File: config.mk
export PLATFORM = sky130hd
export DESIGN_NAME = serial_adder_ctrl_flat
export DESIGN_NICKNAME = d
export VERILOG_FILES = /design/src/rtl/serial_adder_pkg.sv /design/src/rtl/serial_adder_ctrl_if.sv /design/src/rtl/bit_adder_cell.sv /design/src/rtl/serial_adder_ctrl.sv /design/src/flat_wrapper.sv
export SDC_FILE = /design/constraint.sdc
export NUM_CORES = 1
export LEC_CHECK = 0
export CAP_MARGIN = 20
export CORE_MARGIN = 2
export CORE_UTILIZATION = 30
export CTS_CLUSTER_DIAMETER = 30
export DETAILED_ROUTE_END_ITERATION = 12
export SLEW_MARGIN = 20
export SYNTH_ARGS = -nofsm -noshare
export SYNTH_HDL_FRONTEND = slang
export SYNTH_SLANG_ARGS = --single-unit
export TNS_END_PERCENT = 10
File: constraint.sdc
create_clock -name clk -period 3.3 [get_ports clk]
set_clock_uncertainty 0.15 [all_clocks]
set_input_delay 0.66 -clock clk [delete_from_list [all_inputs] [get_ports clk]]
set_output_delay 0.66 -clock clk [all_outputs]
set_load 0.02 [all_outputs]
File: src/rtl/serial_adder_pkg.sv
// Shared types and constants for the bit-serial adder sequencer.
// Optional subtract mode is enabled by defining SERIAL_ADDER_SUB_EN.
package serial_adder_pkg;

    localparam int DEFAULT_WIDTH = 8;

    typedef enum logic [1:0] {
        IDLE = 2'd0,
        RUN  = 2'd1,
        DONE = 2'd2
    } state_t;

    // Bits needed by the bit counter for a given operand width.
    function automatic int count_width(input int width);
        return $clog2(width + 1);
    endfunction

endpackage

File: src/rtl/serial_adder_ctrl_if.sv
// Requester-side handshake and operand/result bundle for serial_adder_ctrl.
// The sub signal exists only when SERIAL_ADDER_SUB_EN is defined.
interface serial_adder_ctrl_if #(
    parameter int WIDTH = serial_adder_pkg::DEFAULT_WIDTH
);

    logic             start;
    logic [WIDTH-1:0] a;
    logic [WIDTH-1:0] b;
    logic             c_in;
`ifdef SERIAL_ADDER_SUB_EN
    logic             sub;
`endif
    logic             busy;
    logic             done;
    logic [WIDTH-1:0] sum;
    logic             c_out;

`ifdef SERIAL_ADDER_SUB_EN
    modport master (
        output start, a, b, c_in, sub,
        input  busy, done, sum, c_out
    );

    modport slave (
        input  start, a, b, c_in, sub,
        output busy, done, sum, c_out
    );
`else
    modport master (
        output start, a, b, c_in,
        input  busy, done, sum, c_out
    );

    modport slave (
        input  start, a, b, c_in,
        output busy, done, sum, c_out
    );
`endif

endinterface

File: src/rtl/bit_adder_cell.sv
// Combinational 1-bit full adder reused once per bit by the serial sequencer.
module bit_adder_cell (
    input  logic a,
    input  logic b,
    input  logic ci,
    output logic s,
    output logic co
);

    assign s  = a ^ b ^ ci;
    assign co = (a & b) | (a & ci) | (b & ci);

endmodule

File: src/rtl/serial_adder_ctrl.sv
// Bit-serial add sequencer: one full-adder cell iterated LSB first over WIDTH cycles.
// Define SERIAL_ADDER_SUB_EN to add the sub input (a - b via ~b and carry-in 1).
module serial_adder_ctrl
    import serial_adder_pkg::*;
#(
    parameter int WIDTH = DEFAULT_WIDTH
) (
    input  logic                 clk,
    input  logic                 rst_n,
    serial_adder_ctrl_if.slave   bus
);

    localparam int CW = count_width(WIDTH);
    localparam logic [CW-1:0] LAST_BIT = CW'(WIDTH - 1);

    state_t            state;
    state_t            state_next;
    logic              load;
    logic              step;
    logic              last_bit;

    logic [WIDTH-1:0]  a_sh;
    logic [WIDTH-1:0]  b_sh;
    logic [WIDTH-1:0]  res_sh;
    logic [WIDTH-1:0]  res_next;
    logic              carry;
    logic [CW-1:0]     count;

    logic [WIDTH-1:0]  b_load;
    logic              carry_load;
    logic              cell_s;
    logic              cell_co;

    logic [WIDTH-1:0]  sum_q;
    logic              c_out_q;

`ifdef SERIAL_ADDER_SUB_EN
    // Two's-complement subtract: invert b and force the initial carry to 1.
    assign b_load     = bus.sub ? ~bus.b : bus.b;
    assign carry_load = bus.sub | bus.c_in;
`else
    assign b_load     = bus.b;
    assign carry_load = bus.c_in;
`endif

    bit_adder_cell u_cell (
        .a  (a_sh[0]),
        .b  (b_sh[0]),
        .ci (carry),
        .s  (cell_s),
        .co (cell_co)
    );

    assign last_bit = (count == LAST_BIT);

    // New bit enters at the MSB; also correct for WIDTH == 1.
    assign res_next = (res_sh >> 1) | (WIDTH'(cell_s) << (WIDTH - 1));

    // NOTE: sequential state uses non-blocking assignments so every register
    // samples pre-edge values regardless of statement order.
    always_ff @(posedge clk or negedge rst_n) begin
        if (!rst_n) begin
            state <= IDLE;
        end else begin
            state <= state_next;
        end
    end

    // NOTE: every output of this block gets a default first, so no path can
    // leave one unassigned and infer a latch.
    always_comb begin
        state_next = state;
        load       = 1'b0;
        step       = 1'b0;
        case (state)
            IDLE: begin
                if (bus.start) begin
                    load       = 1'b1;
                    state_next = RUN;
                end
            end
            RUN: begin
                step = 1'b1;
                if (last_bit) begin
                    state_next = DONE;
                end
            end
            DONE: begin
                state_next = IDLE;
            end
            default: begin
                state_next = IDLE;
            end
        endcase
    end

    always_ff @(posedge clk or negedge rst_n) begin
        if (!rst_n) begin
            a_sh    <= '0;
            b_sh    <= '0;
            res_sh  <= '0;
            carry   <= 1'b0;
            count   <= '0;
            sum_q   <= '0;
            c_out_q <= 1'b0;
        end else if (load) begin
            a_sh   <= bus.a;
            b_sh   <= b_load;
            res_sh <= '0;
            carry  <= carry_load;
            count  <= '0;
        end else if (step) begin
            res_sh <= res_next;
            carry  <= cell_co;
            a_sh   <= a_sh >> 1;
            b_sh   <= b_sh >> 1;
            count  <= count + CW'(1);
            // Published outputs change only here, so partial sums never show.
            if (last_bit) begin
                sum_q   <= res_next;
                c_out_q <= cell_co;
            end
        end
    end

    assign bus.busy  = (state != IDLE);
    assign bus.done  = (state == DONE);
    assign bus.sum   = sum_q;
    assign bus.c_out = c_out_q;

endmodule

File: src/flat_wrapper.sv
// flat-port wrapper written by rule: the top's interface ports become plain ports
module serial_adder_ctrl_flat import serial_adder_pkg::*;
#(
    parameter int WIDTH = DEFAULT_WIDTH
)
  (clk, rst_n, bus_start, bus_a, bus_b, bus_c_in, bus_busy, bus_done, bus_sum, bus_c_out);
  serial_adder_ctrl_if #(.WIDTH(WIDTH)) bus_i ();
  input  logic clk;
  input  logic rst_n;
  input wire logic [$bits(bus_i.start)-1:0] bus_start;
  input wire logic [$bits(bus_i.a)-1:0] bus_a;
  input wire logic [$bits(bus_i.b)-1:0] bus_b;
  input wire logic [$bits(bus_i.c_in)-1:0] bus_c_in;
  output wire logic [$bits(bus_i.busy)-1:0] bus_busy;
  output wire logic [$bits(bus_i.done)-1:0] bus_done;
  output wire logic [$bits(bus_i.sum)-1:0] bus_sum;
  output wire logic [$bits(bus_i.c_out)-1:0] bus_c_out;
  assign bus_i.start = bus_start;
  assign bus_i.a = bus_a;
  assign bus_i.b = bus_b;
  assign bus_i.c_in = bus_c_in;
  assign bus_busy = bus_i.busy;
  assign bus_done = bus_i.done;
  assign bus_sum = bus_i.sum;
  assign bus_c_out = bus_i.c_out;
  serial_adder_ctrl #(.WIDTH(WIDTH)) u_core (.clk(clk), .rst_n(rst_n), .bus(bus_i));
endmodule
# Word-level counts from Yosys, hierarchy flattened
# Cells that the tools add are included.
[op_classes] addsub=1 mul=0 n_div=0 order_cmp=0 n_eq_ne=5 n_shift=0 muxes=16 n_bitwise=9 n_reduce_logical=5
[ops] cell="$mux W8" count=6
[ops] cell="$mux W4" count=2
[ops] cell="$or A7 B8 Y8" count=1
[ops] cell="$mux W1" count=5
[ops] cell="$add A4 B1 Y4 const B" count=1
[ops] cell="$eq A4 B3 Y1 const B" count=1
[ops] cell="$mux W2" count=2
[ops] cell="$pmux W2 S2" count=1
[ops] cell="$reduce_bool A2 Y1" count=2
[ops] cell="$and A1 B1 Y1" count=3
[ops] cell="$reduce_and A3 Y1" count=1
[ops] cell="$eq A2 B1 Y1 const B" count=1
[ops] cell="$eq A2 B2 Y1 const B" count=1
[ops] cell="$logic_not A2 Y1" count=1
[ops] cell="$ne A2 B1 Y1 const B" count=1
[ops] cell="$ne A2 B2 Y1 const B" count=1
[ops] cell="$or A1 B1 Y1" count=2
[ops] cell="$reduce_and A2 Y1" count=1
[ops] cell="$xor A1 B1 Y1" count=2
[ops] cell="$not A1 Y1" count=1
[word_totals] ff_bits=40 latch_bits=0 mem_bits_rw=0 romBits=0 input_bits=20 elab_cells=44 mem_count=0

# Depth between registers and ports, before layout
# Gate-level depths: netlist (run 1).
[depth] depth_word=5 ltp_mapped=5 depth_no_buf=4

# Cells and area by module
# Synthesis (run 1) repeated with hierarchy kept, for this count alone.
[hier_totals] hier_cells=166 hier_area_um2=1677.9
[modules_own_cells] mod="serial_adder_ctrl" n_inst=1 cells_each=165 area_each_um2=1657.8 seq_area_each_um2=975.9
[modules_own_cells] mod="bit_adder_cell" n_inst=1 cells_each=1 area_each_um2=20.0 seq_area_each_um2=0.0

# Least setup slack after synthesis (run 1)
# Ideal clock, no wire load.
[synth_timing] path_type="input port to flip-flop" startpoint="input port bus_start" endpoint="register u_core.count[0]" setup_ps=127 t_arrival_ps=1390 slack_ps=1632 cell_stages=5 path_cell_list="or3b_1 > clkbuf_1 > buf_2 > nand3_1 > o21ai_0"
[synth_via] elab_chain_len=3
[synth_rtl] element="start: declaration" line_no="flat_wrapper.sv:10" source="input wire logic [$bits(bus_i.start)-1:0] bus_start;"
[synth_rtl] element="$mux W1 (*)" line_no="serial_adder_ctrl.sv:77" source="if (bus.start) begin"
[synth_rtl] element="$mux W1 (*)" line_no="serial_adder_ctrl.sv:75" source="case (state)"
[synth_rtl] element="$mux W4 / $reduce_bool A2 Y1 (equally long branches)"
[synth_rtl] element="end signal: assignment" line_no="serial_adder_ctrl.sv:117" source="count <= count + CW'(1);"
[synth_rtl] element="end: declaration" line_no="serial_adder_ctrl.sv:27" source="logic [CW-1:0] count;"
# Mark *: on every way between the ends. The rest lies on a longest branch, timed or not.
# A chain may end at the register's enable or synchronous reset.

# Worst setup path in the final report (run 1)
[layout_timing] startpoint="register u_core.state[0]" endpoint="output port bus_busy"
[layout_via] elab_chain_len=1
[layout_rtl] element="start: declaration" line_no="serial_adder_ctrl.sv:16" source="state_t state;"
[layout_rtl] element="start signal: assignment" line_no="serial_adder_ctrl.sv:65" source="state <= state_next;"
[layout_rtl] element="$reduce_bool A2 Y1" line_no="serial_adder_ctrl.sv:126" source="assign bus.busy = (state != IDLE);"
[layout_rtl] element="end: declaration" line_no="flat_wrapper.sv:14" source="output wire logic [$bits(bus_i.busy)-1:0] bus_busy;"
# No other way between the ends.

==> summary.txt, run 1 <==
STA
  • Setup_tns: 0 ns
  • Rel. slew slack: between 40 and 50%
  • Setup ws final: 0.8774 ns
  • WHS: 0.3094 ns
  • RSZ-0062 raised after global routing: no
  • Final Hold Fails: 0
  • Worst Tran Pin Value: 0.8690 ns
  • Final worst-path cycle share: 73.41%
  • Max Slew Vio Count: 0
  • Max Fclk: 412.8 MHz
  • Tmin final: 2.423 ns
  • Final-report setup violation count: 0

Layout
  • Share of cells above drive strength 1: 12.24%
  • # nets final: 217
  • N_diodes: 0
  • Fin cells: approximately 270
  • Fin area: 2138 µm²
  • Layout area overhead: 27.35%

Floorplan
  • Width of the die: 78.82 µm
  • Row count: 27
  • Full die area: roughly 6200 µm²
  • Die Y: 78.82 µm
  • Starting density of the core: 30.87%
  • Core Area: 5439 µm²
  • Ports: 31

Worst setup path
  • Critical R2R Capture: u_core.bus.sum[3]$_DFFE_PN0P_
  • CP Launch Type: flop
  • Critical Path AT: about 1.6 ns
  • CP Capture Type: primary output
  • Crit Reg-Reg Startpoint: u_core.state[1]$_DFFE_PN0P_
  • CP required: between 2 and 2.5 ns
  • Worst reg2reg setup slack: 1.40 ns
  • Crit Path Max Fanout: 6
  • CP Class: reg -> out
  • Critical Path End: bus_busy
  • Reg2Reg Depth: 3
  • Worst Setup SP: u_core.state[0]$_DFFE_PN0P_

Logic synthesis
  • Mux share of post-synthesis cell area: 7.228%
  • Xor/xnor share of the synthesized area: 0%
  • Largest family of logic cells by synthesized area: simple AND/OR/NAND/NOR gates
  • Largest cells by area after synthesis: dfrtp_1 58%, nand2_1 11%, mux2_2 6.0%
  • Synth Warn #: 0
  • Top cell type's share of synthesized area: 58.12%
  • Simple-gate share of the synthesized area: 22.73%
  • Netlist cell types: 22
  • Compound-Gate Fraction of Synth Area: 6.855%
  • Adder-cell share of the synthesized area: 1.937%
  • Mapped Cells: 166
  • Sequential fraction of the synthesis area: 58.12%
  • Leading area contributor after synthesis: dfrtp_1
  • Mean area per synthesized cell: 10.12 µm²
  • Syn Nets: approximately 190
  • FF+latch count, synth: 39
  • Netlist Area Pre-Place: 1679 µm²

Place
  • HPWL after DPL: 2156 µm
  • Placed Cells: 260
  • Final Wtd Congestion: between 0.7 and 0.8
  • IO Port Bufs: 30
  • Pre-CTS worst setup slack: between 1 and 1.5 ns
  • Placed cell area: around 2000 µm²

Worst hold path
  • HP Class: in -> async

Clocking
  • H-tree depth: 2
  • Postcts setup bufs: 0
  • Hold-fix buffers at CTS: 0
  • Clk_lat worst skew: 0.29 ns
  • Clk root buf: clkbuf_8
  • CTS sink count: 39
  • Num CTS Buffers: 5
  • CTS tree: yes
  • Clock transition at path regs: about 0.080 ns
  • Post_cts resized: 0
  • CTS Buffer Depth: 2

Drt
  • Vias: approximately 1.2k
  • Vias per inst: 4.634
  • Post-DR wirelength/cell: roughly 12 µm
  • Residual DRC count: 0
  • DR iter-0 viols: just over 100
  • Post-route ant nets: 0
  • Drt first pass iters: 4
  • Routed WL: 3313 µm

Outcome
  • Status: completed

Job
  • Max_cap viols: 0

Global routing
  • Number of global-route vias before repair: 1,276
  • Overflow after GRT: 0
  • Largest net degree at the start of global routing: 41
  • Total GRT Usage: approximately an eighth
  • Initial antenna violation count: 0
  • First-pass GRT wire length: 5927 µm

Power
  • Leak Pwr: 0.0009663 µW
  • Pwr Density: 934.0 nW/µm²
  • Worst VDD drop: 0.0003831 V
## final cells by class
| type | count | area, µm² |
|---|---|---|
| flip-flops and latches | 39 | 975.9 |
| well taps | 72 | 90.09 |
| multi-input cells | 116 | 650.6 |
| clock inverters | 1 | 7.507 |
| fillers | 545 | 3301 |
| repair buffers | 33 | 317.8 |
| clock buffers | 7 | 96.34 |
## power breakdown
group	leakage (µW)	total, µW	internal, µW	switching, µW
sequential	0.000488	847	701	145
combinational	0.000428	789	363	425
clock	0.0000505	362	190	172
total	0.000966	2000	1260	742
## layout by cell type (no fill, tap or decap)
cell	synthesis	layout
nand2_1	50	50
dfrtp_1	39	39
clkdlybuf4s50_1	0	29
nand3_1	14	14
nor2_1	12	12
a31oi_1	12	12
mux2_2	9	9
clkbuf_8	0	7
a22oi_1	3	3
buf_4	0	3
nor2b_1	2	2
o21ai_0	2	2
nor3b_1	2	2
mux2i_1	2	2
or2_2	1	1
nand2b_4	1	1
nor3_4	1	1
or3b_1	1	1
a21o_1	1	1
nand4_1	1	1
fa_1	1	1
ha_1	1	1
clkinvlp_4	0	1
buf_2	9	1
## flip-flops by register name, summed over array words and instances, names as in the netlist
signal            flops
u_core.res_sh         7
u_core.bus.sum        8
u_core.b_sh           8
u_core.a_sh           8
u_core.bus.c_out      1
u_core.carry          1
u_core.state          2
u_core.count          4
## cells by family after synthesis
family          Yosys count
simple gates             85
flops                    39
compound gates           18
buf+inv                  11
mux                      11
fa+ha+maj                 2
## routing by layer
metal | vias up | wire length (µm) | GRT usage [%]
met5 | - | 0 | 0
met4 | 0 | 61 | 5.172
met1 | 603 | 1601 | 15.41
met2 | 16 | 1513 | 19.83
met3 | 7 | 137 | 4.205
li1 | 616 | - | -
## cells in the mapped netlist
cell type	n
nor2b_1	2
clkbuf_1	1
or3b_1	1
or2_2	1
a31oi_1	12
nor3b_1	2
dfrtp_1	39
mux2i_1	2
nor3_4	1
fa_1	1
mux2_2	9
nand3_1	14
a21o_1	1
nand4_1	1
o21ai_0	2
buf_1	1
nand2_1	50
ha_1	1
a22oi_1	3
buf_2	9
nor2_1	12
nand2b_4	1
## worst max-delay path, stage by stage, from the launching register on
cell and delay, ns:
dfrtp_1 0.47, or2_2 0.32, clkdlybuf4s50_1 0.53
## worst min-delay path by stage
stage / start / endpoint / slack, ns
2_1_floorplan: rst_n / u_core.a_sh[0]$_DFFE_PN0P_ / 0.21
5_1_grt: u_core.bus.sum[3]$_DFFE_PN0P_ / u_core.bus.sum[3]$_DFFE_PN0P_ / 0.38
3_5_place_dp: u_core.b_sh[7]$_DFFE_PN0P_ / u_core.b_sh[7]$_DFFE_PN0P_ / 0.33
4_1_cts: rst_n / u_core.a_sh[7]$_DFFE_PN0P_ / 0.35
6_report: rst_n / u_core.a_sh[7]$_DFFE_PN0P_ / 0.31
3_3_place_gp: u_core.b_sh[7]$_DFFE_PN0P_ / u_core.b_sh[7]$_DFFE_PN0P_ / 0.33
## metrics by stage
step                      util [%]  total power (µW)
after floorplan                  -              1397
after global placement       37.41              1641
after detailed placement     37.41              1662
after CTS                    39.31              2025
after global routing         39.31              2173
final                        39.31              1997
No activity file was read; power rests on OpenSTA's default activity.
==> inputs of run 2 (changes only) <==
==> constraint.sdc (replaced) <==
create_clock -name clk -period 2.5 [get_ports clk]
set_clock_uncertainty 0.15 [all_clocks]
set_input_delay 0.5 -clock clk [delete_from_list [all_inputs] [get_ports clk]]
set_output_delay 0.5 -clock clk [all_outputs]
set_load 0.02 [all_outputs]
==> run 2 against run 1 <==
Against the previous run:
- non-clock buffer count is 5 higher
- flip-flop and latch count stayed put
- power is 33% higher
- worst hold slack got worse by 0.25 ns
- clock power is 30% higher
==> summary.txt, run 2 (synthesis gave the netlist of run 1 again) <==
Clocking
  • Post_cts resized: 0 (unchanged)
  • Num CTS Buffers: 5 (unchanged)
  • H-tree depth: 2 (unchanged)
  • CTS sink count: 39 (unchanged)
  • Hold-fix buffers at CTS: 0 (unchanged)
  • Clock transition at path regs: 0.07 ns (was 0.08 ns)
  • CTS Buffer Depth: 2 (unchanged)
  • Postcts setup bufs: 0 (unchanged)
  • Clk_lat worst skew: 0.29 ns (about the same)
  • Clk root buf: clkbuf_8 (unchanged)
  • CTS tree: yes (unchanged)

Global routing
  • First-pass GRT wire length: 6058 µm (was 5927 µm)
  • Total GRT Usage: 12.55% (was 12.41%)
  • Overflow after GRT: 0 (unchanged)
  • Largest net degree at the start of global routing: 31 (was 41)
  • Initial antenna violation count: 0 (unchanged)
  • Number of global-route vias before repair: 1,307 (was 1,276)

Layout
  • N_diodes: 0 (unchanged)
  • Share of cells above drive strength 1: 13.93% (was 12.24%)
  • Multi-input combinational cell area: 650.6 µm² (unchanged)
  • # nets final: 222 (was 217)
  • Filler Cells Inserted: 551 (was 545)
  • Commonest non-fill, non-tap cells in the layout: 50 x nand2_1, 39 x dfrtp_1, 29 x clkdlybuf4s50_1 (unchanged)
  • Layout area overhead: 29.36% (was 27.35%)
  • FF/Latch Area: 975.9 µm² (unchanged)
  • Commonest non-fill, non-tap cell in the layout: nand2_1 (unchanged)

Place
  • HPWL after DPL: 2265 µm (was 2156 µm)
  • Final Wtd Congestion: 0.7217 (was 0.7055)
  • Pre-CTS worst setup slack: 0.4681 ns (was 1.072 ns)
  • IO Port Bufs: 30 (unchanged)

Worst setup path
  • CP Launch Type: flop (unchanged)
  • Reg2Reg Depth: 3 (unchanged)
  • CP required: 1.85 ns (was 2.49 ns)
  • CP Class: reg -> out (unchanged)
  • Critical Path AT: 1.60 ns (was 1.61 ns)
  • Crit Path Max Fanout: 6 (unchanged)
  • CP Capture Type: primary output (unchanged)

Drt
  • Post-route ant nets: 0 (unchanged)
  • Post-DR wirelength/cell: 12.08 µm (was 12.36 µm)
  • Drt first pass iters: 4 (unchanged)
  • Routed WL: 3297 µm (was 3313 µm)
  • Residual DRC count: 0 (unchanged)
  • DR iter-0 viols: 88 (was 103)
  • Vias per inst: 4.619 (was 4.634)
  • Vias: 1,261 (was 1,242)

Job
  • Max_cap viols: 0 (unchanged)

Floorplan
  • Ports: 31 (unchanged)
  • Full die area: 6212 µm² (unchanged)
  • Die Y: 78.82 µm (unchanged)
  • Core Area: 5439 µm² (unchanged)
  • Width of the die: 78.82 µm (unchanged)
  • Row count: 27 (unchanged)
  • Starting density of the core: 30.87% (unchanged)

STA
  • Worst Tran Pin Value: 0.6008 ns (was 0.8690 ns)
  • Max Slew Vio Count: 0 (unchanged)
  • Max Fclk: 444.9 MHz
  • Setup ws final: 0.2525 ns (was 0.8774 ns)
  • Final-report setup violation count: 0 (unchanged)
  • RSZ-0062 raised after global routing: no (unchanged)
  • Final Hold Fails: 0 (unchanged)
  • Setup_tns: 0 ns (unchanged)
  • Tmin final: between 2 and 2.5 ns
  • Rel. slew slack: 59.95% (was 42.06%)
  • Final worst-path cycle share: 89.90%

Power
  • Leak Pwr: 0.0009902 µW (was 0.0009663 µW)
  • Worst VDD drop: 0.0003470 V (was 0.0003831 V)
  • Tot Pwr: 2655 µW (was 1997 µW)
  • Pwr Density: 1223 nW/µm² (was 934.0 nW/µm²)

Outcome
  • Status: completed (unchanged)

Worst hold path
  • HP Class: in -> async (unchanged)
-- run 2: metrics by stage --
| stage | area, µm² | util, % | std cells | hold slack, ns |
|---|---|---|---|---|
| after CTS | 2172 | 39.94 | 273 | 0.07873 |
| final | 2172 | 39.94 | 273 | 0.05502 |
| after detailed placement | 2072 | 38.10 | 265 | 0.3348 |
| after floorplan | 1679 | - | 166 | 0.05441 |
| after global routing | 2172 | 39.94 | 273 | 0.09702 |
| after global placement | 2072 | 38.10 | 265 | 0.3288 |
-- run 2: critical path, cell delays in order, from the launching register on --
cell	delay [ns]
dfrtp_1	0.45
or2_2	0.32
clkdlybuf4s50_1	0.53
-- run 2: per-layer routing --
metal / GRT usage [%] / wire (µm) / share of wire, %
met4: 4.655 / 53 / 1.6
met3: 3.636 / 115 / 3.5
met1: 16.57 / 1610 / 49
met5: 0 / 0 / 0
met2: 19.66 / 1518 / 46
-- run 2: final timing paths --
path	from	to	slack [ns]
max reg2reg	u_core.state[1]$_DFFE_PN0P_	u_core.bus.sum[1]$_DFFE_PN0P_	0.59
max	u_core.state[0]$_DFFE_PN0P_	bus_busy	0.25
min	rst_n	u_core.a_sh[5]$_DFFE_PN0P_	0.06
min reg2reg	u_core.res_sh[1]$_DFFE_PN0P_	u_core.res_sh[1]$_DFFE_PN0P_	0.35
min in group clk	u_core.res_sh[1]$_DFFE_PN0P_	u_core.res_sh[1]$_DFFE_PN0P_	0.35
max in group asynchronous	rst_n	u_core.bus.sum[6]$_DFFE_PN0P_	1.59
-- run 2: power breakdown --
part	internal [µW]	switching (µW)
clock network	252	217
registers	926	188
logic	503	569
-- run 2: layout make-up --
cell class | count | area share (%)
clock buffer | 8 | 4.608
timing repair buffer | 38 | 16.36
multi-input combinational | 116 | 29.95
tap | 72 | 4.147
sequential | 39 | 44.93
